<file path="src/rtl/scs8hd_lpflow_isoseq.sv">
// rtl/scs8hd_lpflow_isoseq.sv - sequenced multi-channel input-isolation controller
//
// Purpose: clamps NCH channels of W bits from a switchable power domain while
// isolation is applied. A registered isolate/release handshake with settle
// delays sits in front of the clamp, and losing pwrgood forces isolation at once.
// Optional feature macro: LPFLOW_ISO_HOLD_EN. When it is defined, isolated
// channels drive the last value captured before isolation instead of CLAMP_VAL.
//
// Ports:
//   clk        in   rising-edge clock
//   resetb     in   asynchronous active-low reset (powers up isolated)
//   a          in   NCH*W data from the switchable domain, channel i = a[i*W +: W]
//   x          out  NCH*W isolated data toward always-on logic
//   chan_mask  in   NCH per-channel exemption (1 = always pass-through)
//   sleep_req  in   isolation request from the power controller
//   pwrgood    in   switchable-domain supply valid
//   iso_active out  isolation applied to non-exempt channels
//   sleep_ack  out  isolation settled, domain may be powered down
//   pwr_fault  out  sticky: pwrgood fell while active

module scs8hd_lpflow_isoseq #(
  parameter int             NCH       = 4,
  parameter int             W         = 8,
  parameter logic [W-1:0]   CLAMP_VAL = '0,
  parameter int             ISO_DLY   = 2,
  parameter int             REL_DLY   = 3
) (
  input  logic             clk,
  input  logic             resetb,
  input  logic [NCH*W-1:0] a,
  output logic [NCH*W-1:0] x,
  input  logic [NCH-1:0]   chan_mask,
  input  logic             sleep_req,
  input  logic             pwrgood,
  output logic             iso_active,
  output logic             sleep_ack,
  output logic             pwr_fault
);

  localparam logic [1:0] ST_ACTIVE   = 2'd0;
  localparam logic [1:0] ST_ISO_WAIT = 2'd1;
  localparam logic [1:0] ST_ISOLATED = 2'd2;
  localparam logic [1:0] ST_REL_WAIT = 2'd3;

  localparam logic [3:0] ISO_CNT = ISO_DLY[3:0];
  localparam logic [3:0] REL_CNT = REL_DLY[3:0];

  // The settle counter is 4 bits wide, so longer delays cannot be honoured.
  if (ISO_DLY < 0 || ISO_DLY > 15) begin : g_bad_iso_dly
    $error("ISO_DLY must be in 0..15");
  end
  if (REL_DLY < 0 || REL_DLY > 15) begin : g_bad_rel_dly
    $error("REL_DLY must be in 0..15");
  end

  logic [1:0] state_q, state_d;
  logic [3:0] cnt_q, cnt_d;
  logic       iso_active_q, iso_active_d;
  logic       sleep_ack_q, sleep_ack_d;
  logic       pwr_fault_q, pwr_fault_d;

  always_comb begin
    state_d      = state_q;
    cnt_d        = cnt_q;
    iso_active_d = iso_active_q;
    sleep_ack_d  = sleep_ack_q;
    pwr_fault_d  = pwr_fault_q;
    case (state_q)
      ST_ACTIVE: begin
        // Supply loss wins over any pending sleep request.
        if (!pwrgood) begin
          state_d      = ST_ISOLATED;
          iso_active_d = 1'b1;
          sleep_ack_d  = 1'b1;
          pwr_fault_d  = 1'b1;
          cnt_d        = 4'd0;
        end else if (sleep_req) begin
          iso_active_d = 1'b1;
          if (ISO_DLY == 0) begin
            state_d     = ST_ISOLATED;
            sleep_ack_d = 1'b1;
          end else begin
            state_d = ST_ISO_WAIT;
            cnt_d   = ISO_CNT;
          end
        end
      end
      ST_ISO_WAIT: begin
        // Once started, isolation always completes regardless of sleep_req.
        if (cnt_q == 4'd1) begin
          state_d     = ST_ISOLATED;
          sleep_ack_d = 1'b1;
          cnt_d       = 4'd0;
        end else begin
          cnt_d = cnt_q - 4'd1;
        end
      end
      ST_ISOLATED: begin
        if (!sleep_req && pwrgood) begin
          sleep_ack_d = 1'b0;
          pwr_fault_d = 1'b0;
          if (REL_DLY == 0) begin
            state_d      = ST_ACTIVE;
            iso_active_d = 1'b0;
          end else begin
            state_d = ST_REL_WAIT;
            cnt_d   = REL_CNT;
          end
        end
      end
      default: begin
        // Release wait: iso_active stays high, so an abort only re-raises ack.
        if (sleep_req || !pwrgood) begin
          state_d     = ST_ISOLATED;
          sleep_ack_d = 1'b1;
          cnt_d       = 4'd0;
        end else if (cnt_q == 4'd1) begin
          state_d      = ST_ACTIVE;
          iso_active_d = 1'b0;
          cnt_d        = 4'd0;
        end else begin
          cnt_d = cnt_q - 4'd1;
        end
      end
    endcase
  end

  always_ff @(posedge clk or negedge resetb) begin
    if (!resetb) begin
      state_q      <= ST_ISOLATED;
      cnt_q        <= 4'd0;
      iso_active_q <= 1'b1;
      sleep_ack_q  <= 1'b1;
      pwr_fault_q  <= 1'b0;
    end else begin
      state_q      <= state_d;
      cnt_q        <= cnt_d;
      iso_active_q <= iso_active_d;
      sleep_ack_q  <= sleep_ack_d;
      pwr_fault_q  <= pwr_fault_d;
    end
  end

  assign iso_active = iso_active_q;
  assign sleep_ack  = sleep_ack_q;
  assign pwr_fault  = pwr_fault_q;

  // Value presented on a clamped channel.
  logic [NCH*W-1:0] iso_val;

`ifdef LPFLOW_ISO_HOLD_EN
  logic [NCH*W-1:0] hold_q, hold_d;

  // Track live data while released, freeze once isolation is applied.
  always_comb begin
    hold_d = iso_active_q ? hold_q : a;
  end

  always_ff @(posedge clk or negedge resetb) begin
    if (!resetb) begin
      hold_q <= {NCH{CLAMP_VAL}};
    end else begin
      hold_q <= hold_d;
    end
  end

  assign iso_val = hold_q;
`else
  assign iso_val = {NCH{CLAMP_VAL}};
`endif

  for (genvar i = 0; i < NCH; i++) begin : g_chan
    assign x[i*W +: W] = (iso_active_q && !chan_mask[i]) ? iso_val[i*W +: W] : a[i*W +: W];
  end

endmodule

</file>
<file path="config.mk">
export PLATFORM = sky130hd
export DESIGN_NAME = scs8hd_lpflow_isoseq
export DESIGN_NICKNAME = d
export VERILOG_FILES = /design/src/rtl/scs8hd_lpflow_isoseq.sv
export SDC_FILE = /design/constraint.sdc
export NUM_CORES = 1
export LEC_CHECK = 0
export BUFFER_PORTS_ARGS = -buffer_cell sky130_fd_sc_hd__buf_2
export CORE_UTILIZATION = 41
export CTS_CLUSTER_DIAMETER = 200
export CTS_CLUSTER_SIZE = 14
export DETAILED_ROUTE_END_ITERATION = 6
export PLACE_DENSITY = 0.8
export SETUP_SLACK_MARGIN = 0.2
export SYNTH_ARGS = -nofsm -noshare
export SYNTH_HDL_FRONTEND = slang
export SYNTH_SLANG_ARGS = --single-unit
</file>
<file path="constraint.sdc">
create_clock -name clk -period 3.05 [get_ports clk]
set_input_delay 0 -clock clk [delete_from_list [all_inputs] [get_ports clk]]
set_output_delay 0 -clock clk [all_outputs]
set_load 0.02 [all_outputs]
</file>
## Word level (Yosys, flattened, before mapping)

Index checks and enable logic that the tools add are counted.

| word-level totals | value |
|---|---|
| flip-flop bits (word level) | 9 |
| bits of input ports | 40 |
| output and inout port bits | 35 |
| logic and storage cells | 66 |

| cells by class | value |
|---|---|
| $add $sub $neg | 1 |
| equal/unequal tests | 8 |
| muxes and demuxes | 28 |
| bitwise operators | 1 |
| reduce and logical (&&, ||, !) cells | 23 |

Operator list:

| kind | count |
|---|---|
| $mux W8 | 4 |
| $mux W4 | 5 |
| $mux W2 | 6 |
| $pmux W4 S3 | 1 |
| $reduce_and A4 Y1 | 3 |
| $mux W1 | 8 |
| $reduce_bool A4 Y1 | 2 |
| $logic_not A1 Y1 | 6 |
| $ne A2 B2 Y1 const B | 3 |
| $pmux W2 S3 | 1 |
| $logic_and A1 B1 Y1 | 5 |
| $eq A4 B1 Y1 const B | 1 |
| $pmux W1 S2 | 2 |
| $reduce_bool A2 Y1 | 2 |
| $sub A4 B1 Y4 const B | 1 |
| $ne A3 B3 Y1 const B | 1 |
| $pmux W1 S3 | 1 |
| $reduce_and A3 Y1 | 1 |
| $eq A2 B1 Y1 const B | 1 |
| $eq A2 B2 Y1 const B | 1 |
| $logic_not A2 Y1 | 1 |
| $ne A2 B1 Y1 const B | 1 |
| $reduce_and A2 Y1 | 1 |
| $reduce_or A2 Y1 | 1 |
| other kinds (2) | 2 |

## Longest topological paths before layout

Gate-level depths: netlist of the first run.

| depth | value |
|---|---|
| depth after elaboration | 4 |
| depth in mapped cells | 7 |
| mapped depth without buffers | 6 |

## Worst setup path after synthesis of the first run

Ideal clock, no wire load.

| timing | value |
|---|---|
| path kind | register to register |
| from | register state_q[1] |
| to | register state_q[0] |
| setup time | 0.125 ns |
| data arrival time | 1.488 ns |
| data required time | 2.925 ns |
| path slack | 1.437 ns |
| cell stages (with the launch flop) | 7 |
| path buffers | 1 |
| path through | dfstp_2 inv_1 ha_1 buf_6 mux2i_4 o21ai_2 mux2_4 |

| on the way | value |
|---|---|
| longest elaborated chain between the ends | 3 |
| elaborated cells on any way between the ends | 9 |

RTL lines:

| element | line | RTL |
|---|---|---|
| from (decl) | 56 | `logic [1:0] state_q, state_d;` |
| from (signal assigned) | 136 | `state_q <= state_d;` |
| $eq A2 B1 Y1 (tied with other cells) | 68 | `case (state_q)` |
| $ne A2 B2 Y1 (no line) (tied with other cells) | -- |  |
| $reduce_and A4 Y1 (no line) | -- |  |

Parallel ways exist; a longest one is shown, timed or not.
A chain may end at the register's enable or synchronous reset.

## Worst setup path after layout of the first run

Ends and elaborated chain as after synthesis.

==> out/qor.txt, run 1 <==
status = completed
VDD IR-drop max = 0.528 mV
area leader, netlist = and2_1
Worst slew margin = 0.714
First DRT Iteration DRCs = 13
RSZ-0062 raised after global routing = no
Reg area = 229 µm²
CTS root buffer = clkbuf_4
Mean Syn Cell Area = 8.49 µm²
clk sinks = 9
pwr/cell area = 799 nW/µm²
FFs w/ async S/R, synth = 1.00
synth unique cells = 29
Post-Route Setup TNS = 0 ns
multi-input logic area = 623 µm²
final worst slack = 1.22 ns
Die Area = 2410 µm²
Die Width = 49.1 µm
Final Hold Fails = 0
vias in the first global route = 984
Final Cycle Share = 0.599
Via density = 4.88
# setup viols final = 0
Routed Antenna Nets = 0
R2R Setup Slk = 1.22 ns
height of the die = 49.1 µm
main area contributors after synthesis = and2_1 22%, dfrtp_1 17%, dfstp_2 8.7%, ha_1 8.3%, nand2b_1 4.1%
Final Slew Violations = 0
total setup buffers inserted after CTS = 0
Setup Slack @ Placement = 1.24 ns
Leak = 0.694 nW
top_reg_cell synth = dfrtp_1
Cells after Synth = 107
ant diodes = 0
worst setup path endpoint = state_q[0]
post-CTS sizing = 0
CTS H-Tree Depth = 1
clock latency on the worst-skew pair = 0.28 ns
CTS tree = done
final core occ = 0.661
total track usage = 0.221
via count = 1035
Crit. End Element = flop
Core ar. = 2020 µm²
GR Overflow Total = 0
R2R Path End = state_q[0]
type of origin of the critical path = flop
FF+latch count, synth = 9
Slew @ Worst Pin = 0.430 ns
top cell type's share of synthesized area = 0.220
Bufs on Longest Clock Path = 2
share of layout cells above drive strength 1 = 0.476
cts bufs inserted = 3
critical path data required time = 3.21 ns
Largest delay share family, worst path = flip-flops
Seq/Total Area, Yosys = 0.252
Post-CTS Hold Fix Bufs = 2
max cap viols = 0
residual DRC count = 0
Cell Chain, Critical Path = inv_1 -> ha_1 -> nor2_1 -> a21oi_1 -> o21ai_2 -> mux2_4
fmax = 548 MHz
Fill cells = 179
Port Buffers = 74
final setup skew = 0.00380 ns
syn nets = 153
Worst Setup SP = state_q[1]
CP Max Fanout = 11
1st-pass router iterations = 5
Routed WL = 2620 µm
worst path buffer plus inverter count = 1
Critical R2R Launch = state_q[1]
Cell Rows = 16
initial antenna violation count = 0
Synth Cell Area = 908 µm²
Worst EP arrival = 1.99 ns
first-pass GRT wire length = 4190 µm
Synth warnings = 0
min cycle time layout = 1.83 ns
pin count of the biggest net entering global routing = 12
most frequent cells in the layout = 74 x buf_2, 32 x and2_1, 9 x inv_1
number of synthesized flops with an enable pin = 0
Syn-to-layout area delta = 47.1%
WL/cell = 12.4 µm
Worst R2R Path Depth = 6
Initial Utilization = 0.449
cell at the slowest stage of the critical path = dfstp_2
routability congestion estimate from global placement = 0.883
critical path class = reg2reg
critical path depth = 6
commonest non-fill, non-tap cell in the layout = buf_2
Slowest Stage Delay on Critical Path = 0.55 ns
I/O pins = 75
HP Class = in2async
clock-pin slew on the worst setup and hold paths = 0.07 ns
nets@finish = 232
dpl hpwl = 2140 µm
[how the worst min path moves through the flow]
stage                       from          to  slack (ns)  depth (start not counted)
after CTS                 resetb  state_q[0]        0.11                          2
final                     resetb  state_q[0]        0.11                          2
after global placement    resetb  state_q[0]       -0.14                          1
after floorplan           resetb    cnt_q[0]       -0.30                          0
after global routing      resetb  state_q[0]        0.13                          2
after detailed placement  resetb  state_q[0]       -0.13                          1
[area by class of cell]
type,count,area share
inverters,9,0.0253
well taps,27,0.0253
clock buffers,4,0.0197
flip-flops and latches,9,0.171
repair buffers,76,0.292
multi-input cells,87,0.466
[metal layers]
metal | vias to the layer above | wire length, µm | global-route usage
li1 | 518 | - | -
met5 | - | 0 | 0
met3 | 5 | 239 | 0.0623
met4 | 0 | 38 | 0.0980
met2 | 48 | 1350 | 0.425
met1 | 464 | 999 | 0.215
[power by group]
group / internal, mW / switching [mW] / total [mW]
logic: 0.315 / 0.429 / 0.744
clock network: 0.0508 / 0.0492 / 0.100
registers: 0.181 / 0.0434 / 0.224
total: 0.546 / 0.522 / 1.07
[worst register-to-register path: cells and delay by family, from the launching register on]
kind                       cells  cell delay [ns]
DFF                            1             0.55
buffers and inverters          1             0.09
adders and majority gates      1             0.34
AOI/OAI and AO/OA              2             0.28
and+or+nand+nor                1             0.14
muxes                          1             0.32
[registers in the layout (all words and copies together), names as in the netlist]
register and cells:
iso_active 1, cnt_q 4, sleep_ack 1, state_q 2, pwr_fault 1
[per-stage QoR]
stage	hold WS (ns)	instance area [µm²]	total power, mW	instances
after floorplan	-0.296	908	0.782	107
after global placement	-0.138	1290	0.932	206
after detailed placement	-0.131	1290	0.964	206
after CTS	0.109	1340	1.07	212
after global routing	0.133	1340	1.15	212
final	0.105	1340	1.07	212
[synth_stat cells (all sizes together) (2+ instances only)]
master  number
a21oi        7
dfstp        3
nand2        4
mux2i        2
inv          9
nand3        2
ha           6
and2        32
dfrtp        6
o21ai        6
buf          2
nand2b       6
nor2         5
mux2         3
a211oi       2
o211ai       2
o22ai        3
[kinds of logic (layout without fill, tap and decap cells)]
| group | Yosys count | count (layout) | share of synthesized area |
|---|---|---|---|
| AND/OR/NAND/NOR | 52 | 52 | 0.353 |
| AO/OA/AOI/OAI | 24 | 24 | 0.174 |
| buffers and inverters | 11 | 89 | 0.0620 |
| flip-flops | 9 | 9 | 0.252 |
| adder cells (fa/ha/maj) | 6 | 6 | 0.0826 |
| multiplexers | 5 | 5 | 0.0771 |
No activity file was read; power rests on OpenSTA's default activity.
==> run 2, diff against run 1 <==
- ABC_AREA: default -> 1
- CORE_UTILIZATION: 41 -> 35
- PLACE_DENSITY: 0.8 -> 0.72
- clock period: 3.05 -> 1.6 ns (I/O delays scaled with it)
==> run 2 against run 1 <==
Compared with the run above:
- worst setup slack lost 1.1 ns
- global-route usage decreased by 2.1 points
- non-clock buffer count is 2 higher
- sequential cell count did not move
- via count rose by 21%
- critical path depth increased by 3
- synthesized cell count rose by 58%
- core utilization decreased by 5.6 points
- synthesized area increased by 4.3%
- critical endpoint unchanged
==> out/qor.txt, run 2 <==
VDD IR-drop max = 1.12 mV
CTS tree = done
Routed WL = 2940 µm
Mean Syn Cell Area = 5.60 µm²
share of layout cells above drive strength 1 = 0.450
residual DRC count = 0
Worst slew margin = 0.778
nets@finish = 298
Synth warnings = 0
CP dominant cell by count = nand2_1
register share of total power = 0.188
Die Width = 54.0 µm
top_reg_cell synth = dfrtp_1
CTS root buffer = clkbuf_4
synth unique cells = 17
Initial Utilization = 0.375
Port Buffers = 74
Worst EP arrival = 1.59 ns
GR Overflow Total = 0
Cell Rows = 18
Slowest Stage Delay on Critical Path = 0.58 ns
HP Class = in2reg
GR met2 Demand/Resource = 0.412
pwr/cell area = 1640 nW/µm²
Cell Chain, Critical Path = buf_6 -> ha_4 -> inv_2 -> nand2_1 -> nor2_1 -> nand2_1 -> nand3_2 -> nand2_1 -> nand2_1
syn nets = 215
met3 usage = 0.0508
count leader, synth = inv_1
pin count of the biggest net entering global routing = 10
max FFs per register = 4
Post-Route Setup TNS = 0 ns
status = completed
Syn-to-layout area delta = 61.2%
Seq/Total Area, Yosys = 0.242
Final Hold Fails = 0
Crit. End Element = flop
cell at the slowest stage of the critical path = dfstp_2
WL/cell = 10.5 µm
cts bufs inserted = 3
Via density = 4.47
# setup viols final = 0
dpl hpwl = 2240 µm
Bufs on Longest Clock Path = 2
Final Slew Violations = 0
Core ar. = 2520 µm²
combinational share of power = 0.740
initial antenna violation count = 0
total track usage = 0.200
Slew @ Worst Pin = 0.333 ns
min cycle time layout = 1.43 ns
GR peak layer = met2
first-pass GRT wire length = 4250 µm
Largest regs = cnt_q: 4 flops, state_q: 2 flops
Die Area = 2920 µm²
First DRT Iteration DRCs = 19
type of origin of the critical path = flop
commonest non-fill, non-tap cell in the layout = buf_2
cell internal pwr = 1.17 mW
clk sinks = 9
FF+latch count, synth = 9
sw frac = 0.532
I/O pins = 75
most frequent cells in the layout = 74 x buf_2, 42 x inv_1, 37 x nor2_1
1st-pass router iterations = 4
height of the die = 54.0 µm
CTS H-Tree Depth = 1
critical path data required time = 1.76 ns
clock-pin slew on the worst setup and hold paths = 0.06 ns
main area contributors after synthesis = inv_1 19%, nor2_1 17%, dfrtp_1 16%, nand2_1 13%, dfstp_2 8.3%
RSZ-0062 raised after global routing = yes
top cell types by occurrence after synthesis = 48 x inv_1, 43 x nor2_1, 34 x nand2_1
most flop-heavy register = cnt_q
number of synthesized flops with an enable pin = 0
clock latency on the worst-skew pair = 0.26 ns
post-route cell area = 1530 µm²
worst path buffer plus inverter count = 2
Cell Area, Placed = 1360 µm²
max cap viols = 0
via count = 1255
fmax = 701 MHz
worst hold margin = 0.104 ns
Final Cycle Share = 0.892
Leak = 1.00 nW
critical path class = reg2reg
top cell type's share of synthesized area = 0.190
CP Max Fanout = 5
area leader, netlist = inv_1
final setup skew = 0.00127 ns
clock power share = 0.072
Synth Cell Area = 947 µm²
Routed Antenna Nets = 0
Largest delay share family, worst path = flip-flops
GRT met1 Usage = 0.199
ant diodes = 0
vias in the first global route = 1057
Psw = 1.33 mW
FFs w/ async S/R, synth = 1.00
routability congestion estimate from global placement = 0.856
Cells after Synth = 169
run 2: cells by family (layout without fill, tap and decap cells):
kind of cell    after synthesis  count (layout)  share of synthesized area
simple gates                 95              95                      0.429
buf+inv                      49             131                      0.194
compound gates               10              10                     0.0555
flops                         9               9                      0.242
fa+ha+maj                     6               6                     0.0793
run 2: layer usage:
| layer | part of all wire | wire [µm] | up-vias |
|---|---|---|---|
| met4 | 0.0085 | 25 | 0 |
| met1 | 0.36 | 1060 | 541 |
| met3 | 0.094 | 277 | 4 |
| li1 | - | - | 655 |
| met5 | 0 | 0 | - |
| met2 | 0.54 | 1580 | 55 |
run 2: final timing paths:
| path | start | end | slack [ns] | cells past startpoint |
|---|---|---|---|---|
| worst max-delay path | state_q[1] | state_q[0] | 0.17 | 9 |
| worst min-delay path | pwrgood | sleep_ack | 0.10 | 4 |
| worst max register to register | state_q[1] | state_q[0] | 0.17 | 9 |
| worst min register to register | iso_active | iso_active | 0.47 | 2 |
| max in group asynchronous | resetb | sleep_ack | 1.24 | 2 |
| min in group asynchronous | resetb | cnt_q[0] | 0.11 | 2 |
run 2: stage by stage:
step / util / setup slack [ns] / std cells / total power, mW
6_report: 0.605 / 0.173 / 281 / 2.51
5_1_grt: 0.605 / 0.103 / 281 / 2.76
2_1_floorplan: - / 0.209 / 169 / 1.55
3_3_place_gp: 0.537 / 0.115 / 273 / 1.95
3_5_place_dp: 0.537 / 0.0949 / 273 / 1.97
4_1_cts: 0.569 / 0.0820 / 280 / 2.27
run 2: repair_timing:
item	in CTS	in global routing
hold endpoints to repair	9	0
gates resized for setup	8	30
setup endpoints to repair	40	40
pin swaps	0	8
buffers inserted	2	1
cloned	0	0
hold buffers	1	0
run 2: worst register-to-register path, cell delays in order, from the launching register on:
cell and delay (ns):
dfstp_2 0.58, buf_6 0.12, ha_4 0.18, inv_2 0.05
nand2_1 0.06, nor2_1 0.05, nand2_1 0.11, nand3_2 0.08
nand2_1 0.06, nand2_1 0.04
run 2: power groups by stage:
| stage | Combinational (mW) | Sequential, mW | Clock, mW |
|---|---|---|---|
| after CTS | 1.64 | 0.445 | 0.183 |
| after floorplan | 1.07 | 0.481 | 0 |
| after global placement | 1.50 | 0.452 | 0 |
| after global routing | 2.08 | 0.490 | 0.199 |
| after detailed placement | 1.51 | 0.458 | 0 |
| final | 1.86 | 0.471 | 0.179 |
run 2: cell type report:
cell class / instances / area, µm²
flip-flops and latches: 9 / 230
repair buffers: 78 / 410
fillers: 250 / 996
multi-input cells: 111 / 636
clock buffers: 4 / 26.3
well taps: 30 / 37.5
inverters: 49 / 186
